[src/rtl/uart_pkg.sv]
// ============================================================================
// Module : uart_pkg
// Brief  : Shared FSM encoding, frame constants and bit-timing helpers for
//          the buffered UART transmitter.
// Rev    : 1.0  initial release
// ============================================================================
`default_nettype none

package uart_pkg;

    localparam logic [2:0] ST_IDLE   = 3'd0;
    localparam logic [2:0] ST_START  = 3'd1;
    localparam logic [2:0] ST_DATA   = 3'd2;
    localparam logic [2:0] ST_PARITY = 3'd3;
    localparam logic [2:0] ST_STOP   = 3'd4;

    localparam int DATA_BITS = 8;
    localparam int STOP_BITS = 1;

    function automatic int symbol_edge_time(input int clock_freq, input int baud_rate);
        return clock_freq / baud_rate;
    endfunction

    // Width of a counter that runs 0 .. set-1 (at least one bit).
    function automatic int symbol_cnt_width(input int set);
        return (set <= 2) ? 1 : $clog2(set);
    endfunction

endpackage

`default_nettype wire

[src/rtl/tx_byte_fifo.sv]
// ============================================================================
// Module : tx_byte_fifo
// Brief  : Synchronous show-ahead byte FIFO; full writes and empty reads are
//          ignored.
// Rev    : 1.0  initial release
// ============================================================================
`default_nettype none

module tx_byte_fifo #(
    parameter int DEPTH = 8
) (
    input  logic                     clk,
    input  logic                     rst,
    input  logic                     wr_en,
    input  logic [7:0]               din,
    output logic                     full,
    input  logic                     rd_en,
    output logic [7:0]               dout,
    output logic                     empty,
    output logic [$clog2(DEPTH):0]   count
);

    localparam int AW = $clog2(DEPTH);

    logic [7:0]    r_mem [DEPTH];
    logic [AW-1:0] r_wr_ptr;
    logic [AW-1:0] r_rd_ptr;
    logic [AW:0]   r_count;
    logic          w_push;
    logic          w_pop;

    assign full   = (r_count == (AW+1)'(DEPTH));
    assign empty  = (r_count == '0);
    assign count  = r_count;
    assign dout   = r_mem[r_rd_ptr];
    assign w_push = wr_en && !full;
    assign w_pop  = rd_en && !empty;

    // Storage needs no reset: the pointers define which entries are live.
    always_ff @(posedge clk) begin
        if (w_push) begin
            r_mem[r_wr_ptr] <= din;
        end
    end

    always_ff @(posedge clk or posedge rst) begin
        if (rst) begin
            r_wr_ptr <= '0;
            r_rd_ptr <= '0;
            r_count  <= '0;
        end else begin
            if (w_push) begin
                r_wr_ptr <= r_wr_ptr + 1'b1;
            end
            if (w_pop) begin
                r_rd_ptr <= r_rd_ptr + 1'b1;
            end
            case ({w_push, w_pop})
                2'b10:   r_count <= r_count + 1'b1;
                2'b01:   r_count <= r_count - 1'b1;
                default: r_count <= r_count;
            endcase
        end
    end

endmodule

`default_nettype wire

[src/rtl/uart_tx_buffered.sv]
// ============================================================================
// Module : uart_tx_buffered
// Brief  : Buffered UART transmitter, 8N1 (8E1 when UART_TX_PARITY_EN is
//          defined); ready/valid byte input feeding a FIFO and bit-timing FSM.
// Rev    : 1.0  initial release
// ============================================================================
`default_nettype none

module uart_tx_buffered
    import uart_pkg::*;
#(
    parameter int CLOCK_FREQ = 50_000_000,
    parameter int BAUD_RATE  = 115_200,
    parameter int FIFO_DEPTH = 8
) (
    input  logic                          clk,
    input  logic                          rst,
    input  logic [7:0]                    data_in,
    input  logic                          data_in_valid,
    output logic                          data_in_ready,
    output logic                          serial_out,
    output logic                          busy,
    output logic [$clog2(FIFO_DEPTH):0]   fifo_count
);

    localparam int SYMBOL_EDGE_TIME = symbol_edge_time(CLOCK_FREQ, BAUD_RATE);
    localparam int CW               = symbol_cnt_width(SYMBOL_EDGE_TIME);
    localparam logic [CW-1:0] C_CNT_LAST = CW'(SYMBOL_EDGE_TIME - 1);
    localparam logic [2:0]    C_IDX_LAST = 3'(DATA_BITS - 1);

    logic [2:0]    r_state;
    logic [CW-1:0] r_cnt;
    logic [2:0]    r_bit_idx;
    logic [7:0]    r_shift;
    logic          r_serial;
`ifdef UART_TX_PARITY_EN
    logic          r_parity;
`endif

    logic          w_full;
    logic          w_empty;
    logic [7:0]    w_head;
    logic          w_bit_end;
    logic          w_pop;

    assign data_in_ready = !w_full && !rst;
    assign w_bit_end     = (r_cnt == C_CNT_LAST);
    assign w_pop         = !w_empty &&
                           ((r_state == ST_IDLE) || (r_state == ST_STOP && w_bit_end));
    assign serial_out    = r_serial;
    assign busy          = (r_state != ST_IDLE) || (fifo_count != '0);

    tx_byte_fifo #(
        .DEPTH (FIFO_DEPTH)
    ) u_fifo (
        .clk   (clk),
        .rst   (rst),
        .wr_en (data_in_valid && data_in_ready),
        .din   (data_in),
        .full  (w_full),
        .rd_en (w_pop),
        .dout  (w_head),
        .empty (w_empty),
        .count (fifo_count)
    );

    always_ff @(posedge clk or posedge rst) begin
        if (rst) begin
            r_state   <= ST_IDLE;
            r_cnt     <= '0;
            r_bit_idx <= '0;
            r_shift   <= '0;
            r_serial  <= 1'b1;
`ifdef UART_TX_PARITY_EN
            r_parity  <= 1'b0;
`endif
        end else begin
            case (r_state)
                ST_IDLE: begin
                    if (w_pop) begin
                        r_shift  <= w_head;
`ifdef UART_TX_PARITY_EN
                        r_parity <= ^w_head;
`endif
                        r_cnt    <= '0;
                        r_state  <= ST_START;
                        r_serial <= 1'b0;
                    end
                end
                ST_START: begin
                    if (w_bit_end) begin
                        r_cnt     <= '0;
                        r_bit_idx <= '0;
                        r_state   <= ST_DATA;
                        r_serial  <= r_shift[0];
                    end else begin
                        r_cnt <= r_cnt + 1'b1;
                    end
                end
                ST_DATA: begin
                    if (w_bit_end) begin
                        r_cnt <= '0;
                        if (r_bit_idx == C_IDX_LAST) begin
`ifdef UART_TX_PARITY_EN
                            r_state  <= ST_PARITY;
                            r_serial <= r_parity;
`else
                            r_state  <= ST_STOP;
                            r_serial <= 1'b1;
`endif
                        end else begin
                            // Shift keeps the next bit to send at index 1.
                            r_bit_idx <= r_bit_idx + 1'b1;
                            r_shift   <= r_shift >> 1;
                            r_serial  <= r_shift[1];
                        end
                    end else begin
                        r_cnt <= r_cnt + 1'b1;
                    end
                end
`ifdef UART_TX_PARITY_EN
                ST_PARITY: begin
                    if (w_bit_end) begin
                        r_cnt    <= '0;
                        r_state  <= ST_STOP;
                        r_serial <= 1'b1;
                    end else begin
                        r_cnt <= r_cnt + 1'b1;
                    end
                end
`endif
                ST_STOP: begin
                    if (w_bit_end) begin
                        r_cnt <= '0;
                        if (w_pop) begin
                            // Back-to-back frame: no idle bit between stop and start.
                            r_shift  <= w_head;
`ifdef UART_TX_PARITY_EN
                            r_parity <= ^w_head;
`endif
                            r_state  <= ST_START;
                            r_serial <= 1'b0;
                        end else begin
                            r_state  <= ST_IDLE;
                            r_serial <= 1'b1;
                        end
                    end else begin
                        r_cnt <= r_cnt + 1'b1;
                    end
                end
                default: begin
                    r_state  <= ST_IDLE;
                    r_cnt    <= '0;
                    r_serial <= 1'b1;
                end
            endcase
        end
    end

endmodule

`default_nettype wire

[config.mk]
export PLATFORM = sky130hd
export DESIGN_NAME = uart_tx_buffered
export DESIGN_NICKNAME = d
export VERILOG_FILES = /design/src/rtl/uart_pkg.sv /design/src/rtl/tx_byte_fifo.sv /design/src/rtl/uart_tx_buffered.sv
export SDC_FILE = /design/constraint.sdc
export NUM_CORES = 1
export LEC_CHECK = 0
export ABC_AREA = 0
export CORE_MARGIN = 10
export CORE_UTILIZATION = 54
export DETAILED_ROUTE_END_ITERATION = 8
export PLACE_DENSITY = 0.8
export SETUP_SLACK_MARGIN = 0.3
export SKIP_CTS_REPAIR_TIMING = 1
export SYNTH_ARGS = -nofsm -noshare
export SYNTH_HDL_FRONTEND = slang
export SYNTH_SLANG_ARGS = --single-unit
[constraint.sdc]
create_clock -name clk -period 2.5 [get_ports clk]
set_input_delay 0.5 -clock clk [delete_from_list [all_inputs] [get_ports clk]]
set_output_delay 0.5 -clock clk [all_outputs]
set_load 0.1 [all_outputs]
==> flow_metrics.env <==
export IMPL_synthArstFlopShare=0.347
export IMPL_place_inst=436
export IMPL_rsz0062_at_grt="true"
export IMPL_critical_path_class="flip-flop to primary output"
export IMPL_synthToLayoutAreaGrowth_pct=17.5
export IMPL_diodes=0
export IMPL_clk_latency_ns=0.37
export IMPL_routedWlPerCell_um=18.4
export IMPL_layout_common_cells="edfxtp_1, mux2_2, buf_4"
export IMPL_worstMarginPinSlew_ns=0.454
export IMPL_syn_avg_cell_area_sq_um=14.3
export IMPL_hold_viol=0
export IMPL_cts_tree="done"
export IMPL_fillerInstances=559
export IMPL_fin_nets=376
export IMPL_synth_seq_cells=98
export IMPL_die_x_um=110
export IMPL_cts_root_buf="clkbuf_8"
export IMPL_drc=0
export IMPL_antenna_found_initial=0
export IMPL_hpwl_um=5890
export IMPL_fin_cells=462
export IMPL_peakVddDrop_mv=0.540
export IMPL_worstPathRequired_ns=2.00
export IMPL_start_util=0.563
export IMPL_place_area_sq_um=4880
export IMPL_setup_viol=0
export IMPL_dieArea_sq_um=12200
export IMPL_hold_path_end="r_shift[6]$_DFFE_PP0P_"
export IMPL_fmax_mhz=422
export IMPL_dr_first_iter_drc_count=109
export IMPL_clkSinkCount=98
export IMPL_crit_fanout=4
export IMPL_core_area_sq_um=7810
export IMPL_grt_pass1_vias=2754
export IMPL_cts_htree_levels=3
export IMPL_rrSetupSlack_ns=0.19
export IMPL_cts_made_buffers=9
export IMPL_yosys_top_cells_area="edfxtp_1, dfrtp_1, mux2_2, ha_1, o22ai_1"
export IMPL_startpoint_type="flip-flop"
export IMPL_vias=2684
export IMPL_ys_seq_area_frac=0.631
export IMPL_pre_cts_slack_ns=0.0346
export IMPL_place_congestion=0.825
export IMPL_post_route_period_util=0.948
export IMPL_grt_overflow=0
export IMPL_synth_nets=329
export IMPL_routed_wl_um=8520
export IMPL_postRouteAntennaNets=0
export IMPL_grt_max_degree=35
export IMPL_power_density_nw_per_um2=1000
export IMPL_synthesis_area_sq_um=4400
export IMPL_die_y_um=110
export IMPL_crit_chain="or4_4, nor2_8, inv_4, buf_12"
export IMPL_io_pins=18
export IMPL_clk_transition_reported_paths_ns=0.10
export IMPL_regArea_sq_um=2790
export IMPL_p_leak_uw=0.00194
export IMPL_viasPerCell=5.81
export IMPL_final_util=0.662
export IMPL_design_area_sq_um=5170
export IMPL_final_common_cell="edfxtp_1"
export IMPL_worstHoldPathCells=1
export IMPL_multiInputGateArea_sq_um=1610
export IMPL_grtUsageTotal=0.148
export IMPL_synth_distinct_cells=48
export IMPL_hold_start="r_shift[6]$_DFFE_PP0P_"
export IMPL_yosysTopAreaCell="edfxtp_1"
export IMPL_layout_drive_gt1_share=0.344
export IMPL_slowest_stage="or4_4"
export IMPL_r2r_end="u_fifo.count[3]$_DFFE_PP0P_"
export IMPL_worstSetupEndpointType="primary output"
export IMPL_ff2ff_path_depth=12
export IMPL_finalMaxSlewViolations=0
export IMPL_arrival_ns=1.87
export IMPL_numPortBuffers=17
export IMPL_whs_ns=0.517
export IMPL_slowest_delay_ns=0.61
export IMPL_max_slew_margin=0.697
export IMPL_layout_setup_ws_ns=0.129
export IMPL_dr_pass1_iters=4
export IMPL_timing_rr_start="r_cnt[1]$_DFFE_PP0P_"
export IMPL_startpoint="u_fifo.count[2]$_DFFE_PP0P_"
export IMPL_fin_skew_ns=0.00903
export IMPL_synth_top_area_share=0.437
export IMPL_run_status="finished clean"
export IMPL_grt_pass1_wl_um=13700
export IMPL_yosys_warnings=0
export IMPL_maxCapViolCount=0
export IMPL_std_cell_rows=32
export IMPL_synth_edf_count=64
export IMPL_period_needed_ns=2.37
export IMPL_clock_path_buffers=2
export IMPL_hp_class="flip-flop to flip-flop"
export IMPL_ys_flop_type="edfxtp_1"
export IMPL_synthCells=308
[per-stage QoR]
stage	setup TNS, ns	total power [uW]
final	0	5180
after global routing	0	5450
after CTS	-0.0105	5150
after detailed placement	0	4150
after global placement	0	4060
after floorplan	0	3660
[state kept, by name, indices dropped and copies added, names as in the netlist]
register,cells
r_cnt,9
r_bit_idx,3
serial_out,1
r_shift,8
u_fifo.r_wr_ptr,3
u_fifo.r_mem,64
u_fifo.r_rd_ptr,3
r_state,3
u_fifo.count,4
[cell families (layout without fill, tap and decap cells)]
kind of cell,Yosys count,in the layout,share of synthesized area
AO/OA/AOI/OAI,55,55,0.0865
XOR/XNOR,11,11,0.0219
adder cells (fa/ha/maj),10,10,0.0302
buffers and inverters,22,74,0.0236
flip-flops,98,98,0.631
multiplexers,45,45,0.120
AND/OR/NAND/NOR,67,67,0.0868
[critical path: cells and delay by family (launching register included)]
kind / cells / cell delay [ns]
buffers and inverters: 2 / 0.22
flip-flops: 1 / 0.52
AND/OR/NAND/NOR: 2 / 0.77
[layer usage]
| layer | track usage | wire length (um) |
|---|---|---|
| met3 | 0.0267 | 309 |
| met2 | 0.244 | 4400 |
| met4 | 0.0624 | 145 |
| met1 | 0.187 | 3660 |
| met5 | 0 | 0 |
[power breakdown]
| group | switching (uW) | total (uW) | internal, uW |
|---|---|---|---|
| logic | 1070 | 1850 | 781 |
| clock network | 613 | 1010 | 398 |
| registers | 279 | 2320 | 2040 |
[how the worst max path moves through the flow]
stage	to
after detailed placement	u_fifo.count[3]$_DFFE_PP0P_
after CTS	busy
after global placement	u_fifo.count[3]$_DFFE_PP0P_
after global routing	u_fifo.count[3]$_DFFE_PP0P_
after floorplan	busy
final	busy
[layout make-up]
class,instances,area share
clock buffer,9,0.0240
clock inverter,7,0.0148
tap,102,0.0247
inverter,12,0.00920
multi-input combinational,188,0.311
timing repair buffer,46,0.0765
sequential,98,0.540
[synth_stat cells (6+ instances only)]
cell	count
edfxtp_1	64
mux2_2	39
dfrtp_1	33
nand2_1	17
o22ai_1	17
nor2_1	14
inv_1	12
ha_1	9
a21oi_1	8
o21ai_0	7
o31ai_1	7
nand2b_1	6
nand3_1	6
xor2_1	6
Power figures use the tool's default switching activity.
